**src/rtl/inst_fetch.sv**
```systemverilog
// Instruction fetch stage: single-outstanding imem requests, fetched word and PC
// presented to decode, 1-entry skid buffer for decode stalls, redirect with flush.
module inst_fetch #(
  parameter logic [31:0] RESET_PC = 32'h0000_0000,
  parameter logic [31:0] NOP_INST = 32'h0000_0013
) (
  input  logic        clk,
  input  logic        rst,
  output logic        imem_req_,
  output logic [31:0] imem_addr_,
  input  logic        imem_ack_,
  input  logic [31:0] imem_rdata_,
  input  logic        redirect_,
  input  logic [31:0] redirect_pc_,
  input  logic        stall_,
  output logic [31:0] inst_r,
  output logic [31:0] pc_r,
  output logic        inst_valid_,
  output logic [1:0]  fsm_state
);

  typedef enum logic [1:0] {
    REQ  = 2'd0,
    HOLD = 2'd1,
    DROP = 2'd2
  } state_t;

  state_t      state;
  logic [31:0] req_addr;
  logic [31:0] fetch_pc;
  logic [31:0] skid_inst;
  logic [31:0] skid_pc;
  logic [31:0] redirect_tgt;
  logic        consume;

  // imem handshake: a transfer happens in every cycle where imem_req_ && imem_ack_;
  // imem_addr_ is held while imem_req_ is high and no ack has been seen, and a
  // req still high after an ack opens the next transaction at the new address.
  assign imem_req_    = (state == REQ) || (state == DROP);
  assign imem_addr_   = req_addr;
  assign fsm_state    = state;
  assign redirect_tgt = {redirect_pc_[31:2], 2'b00};
  assign consume      = inst_valid_ && !stall_;

  always_ff @(posedge clk or posedge rst) begin
    if (rst) begin
      state       <= REQ;
      req_addr    <= RESET_PC;
      fetch_pc    <= RESET_PC;
      inst_r      <= NOP_INST;
      pc_r        <= RESET_PC;
      inst_valid_ <= 1'b0;
      skid_inst   <= NOP_INST;
      skid_pc     <= RESET_PC;
    end else begin
      case (state)
        REQ: begin
          if (redirect_) begin
            inst_valid_ <= 1'b0;
            inst_r      <= NOP_INST;
            skid_inst   <= NOP_INST;
            skid_pc     <= RESET_PC;
            if (imem_ack_) begin
              req_addr <= redirect_tgt;
            end else begin
              // The pending transaction must still finish on the old address.
              fetch_pc <= redirect_tgt;
              state    <= DROP;
            end
          end else if (imem_ack_) begin
            req_addr <= req_addr + 32'd4;
            if (!inst_valid_ || !stall_) begin
              inst_r      <= imem_rdata_;
              pc_r        <= req_addr;
              inst_valid_ <= 1'b1;
            end else begin
              skid_inst <= imem_rdata_;
              skid_pc   <= req_addr;
              state     <= HOLD;
            end
          end else if (consume) begin
            inst_valid_ <= 1'b0;
            inst_r      <= NOP_INST;
          end
        end

        HOLD: begin
          if (redirect_) begin
            inst_valid_ <= 1'b0;
            inst_r      <= NOP_INST;
            skid_inst   <= NOP_INST;
            skid_pc     <= RESET_PC;
            req_addr    <= redirect_tgt;
            state       <= REQ;
          end else if (!stall_) begin
            inst_r      <= skid_inst;
            pc_r        <= skid_pc;
            inst_valid_ <= 1'b1;
            state       <= REQ;
          end
        end

        DROP: begin
          if (redirect_) begin
            fetch_pc <= redirect_tgt;
          end
          if (imem_ack_) begin
            req_addr <= redirect_ ? redirect_tgt : fetch_pc;
            state    <= REQ;
          end
        end

        default: begin
          state <= REQ;
        end
      endcase
    end
  end

endmodule

```
**config.mk**
```make
export PLATFORM = sky130hd
export DESIGN_NAME = inst_fetch
export DESIGN_NICKNAME = d
export VERILOG_FILES = /design/src/rtl/inst_fetch.sv
export SDC_FILE = /design/constraint.sdc
export NUM_CORES = 1
export LEC_CHECK = 0
export CAP_MARGIN = 10
export CORE_MARGIN = 4
export CORE_UTILIZATION = 55
export CTS_CLUSTER_DIAMETER = 60
export DETAILED_ROUTE_END_ITERATION = 12
export GPL_TIMING_DRIVEN = 0
export HOLD_SLACK_MARGIN = 0.03
export PLACE_DENSITY = 0.93
export SLEW_MARGIN = 30
export SYNTH_ARGS = -nofsm -noshare
export SYNTH_HDL_FRONTEND = slang
export SYNTH_SLANG_ARGS = --single-unit
```
**constraint.sdc**
```tcl
create_clock -name clk -period 22.2 [get_ports clk]
set_clock_uncertainty 0.2 [all_clocks]
set_input_delay 6.66 -clock clk [delete_from_list [all_inputs] [get_ports clk]]
set_output_delay 6.66 -clock clk [all_outputs]
set_load 0.02 [all_outputs]
```
=== After elaboration in Yosys (flattened, before gate mapping) ===
Index checks and enable logic that the tools add are counted.

* Flip-flop bits (word level): 195
* Output and inout port bits: 100
* Logic and storage cells: 89
* Input bits: 69

* Equal/unequal tests: 17
* Add/sub/neg operators: 1
* Multiplexer cells: 48
* Reduce and logical (&&, ||, !) cells: 15

{| class="wikitable"
|+ Operators with widths
! cell !! number
|-
| $mux 32 || 27
|-
| $pmux 32 s2 || 5
|-
| $pmux 32 s3 || 1
|-
| $add 32x3->32 const B || 1
|-
| $ne 2x2->1 const B || 8
|-
| $mux 2 || 7
|-
| $ne 3x3->1 const B || 4
|-
| $reduce_and 4->1 || 3
|-
| $mux 1 || 6
|-
| $pmux 2 s3 || 1
|-
| $reduce_and 6->1 || 1
|-
| $reduce_and 5->1 || 1
|-
| $ne 4x3->1 const B || 1
|-
| $ne 4x4->1 const B || 1
|-
| $reduce_bool 2->1 || 2
|-
| $reduce_and 3->1 || 1
|-
| $reduce_bool 3->1 || 1
|-
| $eq 2x1->1 const B || 1
|-
| $eq 2x2->1 const B || 1
|-
| $logic_not 1->1 || 2
|-
| $logic_not 2->1 || 1
|-
| $logic_or 1x1->1 || 2
|-
| $ne 2x1->1 const B || 1
|-
| $pmux 1 s2 || 1
|-
| $logic_and 1x1->1 || 1
|}

=== Longest topological paths before layout ===
* Depth in word-level cells: 6
* Mapped depth: 11
* Depth with buffers taken out: 7

=== Worst setup path after synthesis ===
No wires, ideal clock.

* Path type: input-to-reg
* Start: input imem_ack_
* End: register req_addr[27], in the netlist imem_addr_[27]
* Setup time: 0.124 ns
* Path buffers: 3
* Stages on the path: 6
* Slack: 13.918 ns
* Arrival time: 7.958 ns
* Data required time: 21.876 ns
* Cell sequence: o21ba_2 > or3_1 > clkbuf_1 > clkbuf_1 > clkbuf_1 > a211o_1

* Longest elaborated chain between the ends: 2
* Elaborated cells between the ends (all ways): 3
* Those cells by class: 2 x eq/ne; 1 x reduce/logical

{| class="wikitable"
|+ RTL lines
! what !! line !! RTL
|-
| start: declaration || 11 || <nowiki>input logic imem_ack_,</nowiki>
|-
| $ne 2x2->1 (no source line) || - ||
|-
| $reduce_and 4->1 (no source line) (*) || - ||
|-
| end signal: assignment || 64 || <nowiki>req_addr <= redirect_tgt;</nowiki>
|-
| end signal: assignment || 71 || <nowiki>req_addr <= req_addr + 32'd4;</nowiki>
|-
| end signal: assignment || 93 || <nowiki>req_addr <= redirect_tgt;</nowiki>
|-
| end: declaration || 29 || <nowiki>logic [31:0] req_addr;</nowiki>
|}

Mark *: on every way between the ends. The rest lies on a longest branch, timed or not.
A chain may end at the register's enable or synchronous reset.

=== Worst setup path in the final report ===
* Start: register state[0], in the netlist fsm_state[0]
* End: output imem_req_

* Longest elaborated chain between the ends: 2
* Elaborated cells between the ends (all ways): 3
* Those cells by class: 1 x eq/ne; 2 x reduce/logical

{| class="wikitable"
|+ RTL lines
! what !! line !! RTL
|-
| start: declaration || 28 || <nowiki>state_t state;</nowiki>
|-
| start signal: assignment || 47 || <nowiki>state <= REQ;</nowiki>
|-
| start signal: assignment || 68 || <nowiki>state <= DROP;</nowiki>
|-
| start signal: assignment || 79 || <nowiki>state <= HOLD;</nowiki>
|-
| $eq 2x2->1 or $logic_not 2->1 (tied branches) || 39 || <nowiki>assign imem_req_ = (state == REQ) || (state == DROP);</nowiki>
|-
| $logic_or 1x1->1 (*) || 39 ||
|-
| end: declaration || 9 || <nowiki>output logic imem_req_,</nowiki>
|}

Marks and branches as above.

==> impl_results.md <==
* DRC violation count after routing at 0
* R2R cell count at 11
* CP Launch Point: fsm_state[0]
* Hold Vio Cnt, Final at 0
* Post-Synthesis Cell Area at 0.009744 mm2
* Final wirelength at 31,960 um
* Commonest cells after routing, fill and taps aside: dfrtp_1, nand2_1, clkdlybuf4s50_1
* Clock Tree Buf Depth at 2
* Initial drt markers at 1,461
* Largest net degree at the start of global routing at 93
* Yosys cell types at 64
* Buffers on Ports at 166
* Leakage power at 5.092 nW
* Total GRT Usage at 0.3229
* P_sw at 0.0009111 W
* Final nets at 1,334
* Slew HR at 0.3702
* Final WS setup at approximately 13 ns
* Worst EP required at 15.34 ns
* N_diodes at 0
* Most common cell after layout, fill and taps aside: dfrtp_1
* Outcome: complete, no violations
* Layout area overhead at 26.89%
* Starting Density at 0.5614
* Final worst-path cycle share at 0.4270
* Worst-path fanout max at 10
* CTS Buf Count at 17
* First-pass GRT wire length at 50,640 um
* Net Count, Synth at roughly 1,100
* Clock power frac at 0.159
* DR WL/cell at approximately 21 um
* Ports at about 170
* Hpwl dp at 22,610 um
* Reg clk slew, reported paths at 0.07 ns
* CTS Sinks at 195
* Worst Hold Class: flip-flop to flip-flop
* Unrepaired setup endpoints after global routing: no
* Share of layout cells above drive strength 1 at 0.07692
* Achievable frequency at roughly 0.11 GHz
* Cell row count at 48
* Worst VDD drop at 84.28 uV
* Gpl congestion at 0.9782
* PD cells at 163.5 mW/mm2
* Resized cells post-CTS at 0
* Syn Inst Count at 1,074
* Hold depth at 2
* H-tree Lvls at 4
* Vias per std cell at 6.386
* Async S/R FF share, synth at 1.000
* First-pass detailed-route iteration total at 6
* #FFs+latches synth at 195
* Synth Flop Type: dfrtp_1
* Mean Syn Cell Area at just over 9 um2
* # setup viols final at 0
* Switching share of power at 0.4506
* Critical Path AT at between 2 and 3 ns
* RR Startpoint: fsm_state[0]
* Setup TNS at 0 ns
* Worst slew pin tran at 0.9412 ns
* Die H at 141.1 um
* Min-delay src: skid_inst[24]
* CP endpoint kind: primary output
* Logic pwr share at 0.514
* Setup Crit Path Kind: flip-flop to primary output
* YS warnings at 0
* Final min period at 9.479 ns
* Die area at 0.01991 mm2
* Number of setup buffers added after CTS at 0
* Cell-internal power at roughly 0.0011 W
* Max Transition Viols Final at 0
* EDFF count, synth at 0
* CTS root buffer: clkbuf_16
* # fillers at 1,250
* CTS tree: done
* Hold Buf Count CTS at 0
* Max-cap check violation count at 0
* Clk_lat worst skew at 0.45 ns
* Seq/Total Area, Yosys at 0.5015
* Die W at 141.1 um
* GR Overflow Total at 0
* Sequential share of power at 0.327
* Place WS at 12.69 ns
* Core Region at 0.01736 mm2
* Number of global-route vias before repair at 9,076
* ANT nets after route at 0
* Initial antenna violation count at 0
* Via count at approximately 9,600
* Worst Setup Start Kind: flip-flop
area by class of cell:
class,instances,area [um2],share of cell area
Sequential cell,195,4887,0.3953
Multi-Input combinational cell,755,4365,0.3531
Timing Repair Buffer,168,1717,0.1388
Clock buffer,20,466.7,0.03775
Buffer,94,385.4,0.03117
Tap cell,225,281.5,0.02277
Clock inverter,12,141.4,0.01143
Inverter,30,120.1,0.009715
per-stage QoR:
stage / util / instance area [um2] / instances / power [W] / hold WS (ns)
final: 0.7124 / 12360 / 1499 / 0.002022 / 0.2822
after global routing: 0.7124 / 12360 / 1499 / 0.002130 / 0.3106
after CTS: 0.7120 / 12360 / 1499 / 0.001996 / 0.2863
after detailed placement: 0.6770 / 11750 / 1467 / 0.001670 / 0.2701
after global placement: 0.6734 / 11690 / 1465 / 0.001632 / 0.2613
after floorplan: - / 9744 / 1074 / 0.001245 / 0.2496
path summary, 6_finish.rpt:
check / to / slack [ns]
worst min register to register: skid_inst[24] / 0.28
max in group asynchronous: imem_addr_[17] / 14.62
worst min-delay path: skid_inst[24] / 0.28
worst max register to register: imem_addr_[14] / 18.91
worst max-delay path: imem_req_ / 12.72
min in group asynchronous: inst_r[7] / 6.41
Yosys cell counts (3+ instances only):
cell       number  share of area
nand3_1        13         0.0067
clkbuf_1       66          0.025
a22o_1          9         0.0081
a22oi_1        39          0.030
o2bb2ai_1       6         0.0054
o32ai_1         3         0.0027
nand2_1       166          0.064
ha_1            4         0.0051
nor2b_1         4         0.0026
nor2_1        104          0.040
o22ai_1         8         0.0051
inv_1          29          0.011
nor3_1         21          0.011
o21ai_0       103          0.053
nor4_1          3         0.0019
a31oi_1         3         0.0019
mux2_2         30          0.035
dfrtp_1       189           0.49
and4_1          5         0.0045
a211oi_1        6         0.0046
buf_4           3         0.0023
mux2i_1        37          0.038
nand4_1         5         0.0032
or3_1           4         0.0026
dfstp_2         6          0.016
buf_1           8         0.0031
o31ai_1         5         0.0039
a21oi_1       102          0.052
and3_1          6         0.0039
a221oi_1       20          0.018
buf_2          17         0.0087
and2_1          4         0.0026
o41ai_1         4         0.0036
a221o_1         3         0.0031
cell families after synthesis:
group	share of synthesized area
simple gates	0.1523
buf+inv	0.05110
flops	0.5015
mux	0.07268
compound gates	0.2146
fa+ha+maj	0.005136
xor+xnor	0.002697
state kept, by name, indices dropped and copies added, names as in the netlist:
signal and flops:
imem_addr_ 32, skid_inst 32, pc_r 32, fsm_state 2, inst_r 32, fetch_pc 32
skid_pc 32, inst_valid_ 1
worst max-delay path, stage by stage, from the launching register on:
cell	delay [ns]
dfrtp_1	0.50
inv_1	0.11
ha_1	0.24
clkbuf_1	0.25
nor2_1	0.43
inv_1	0.09
clkdlybuf4s50_1	0.55
layer usage:
metal	global-route usage	vias up	share of wire
met5	0	-	0
met4	0.1152	0	0.039
met3	0.07259	113	0.11
met2	0.5024	691	0.46
met1	0.4483	4576	0.39
li1	-	4193	-
power by group through the flow:
stage          logic [W]  registers, W  clock network (W)
5_1_grt          0.00112      0.000680           0.000334
6_report         0.00104      0.000661           0.000322
3_5_place_dp     0.00101      0.000661                  0
4_1_cts          0.00102      0.000656           0.000320
2_1_floorplan   0.000513      0.000732                  0
3_3_place_gp    0.000979      0.000653                  0
(Power assumes the default switching activity.)
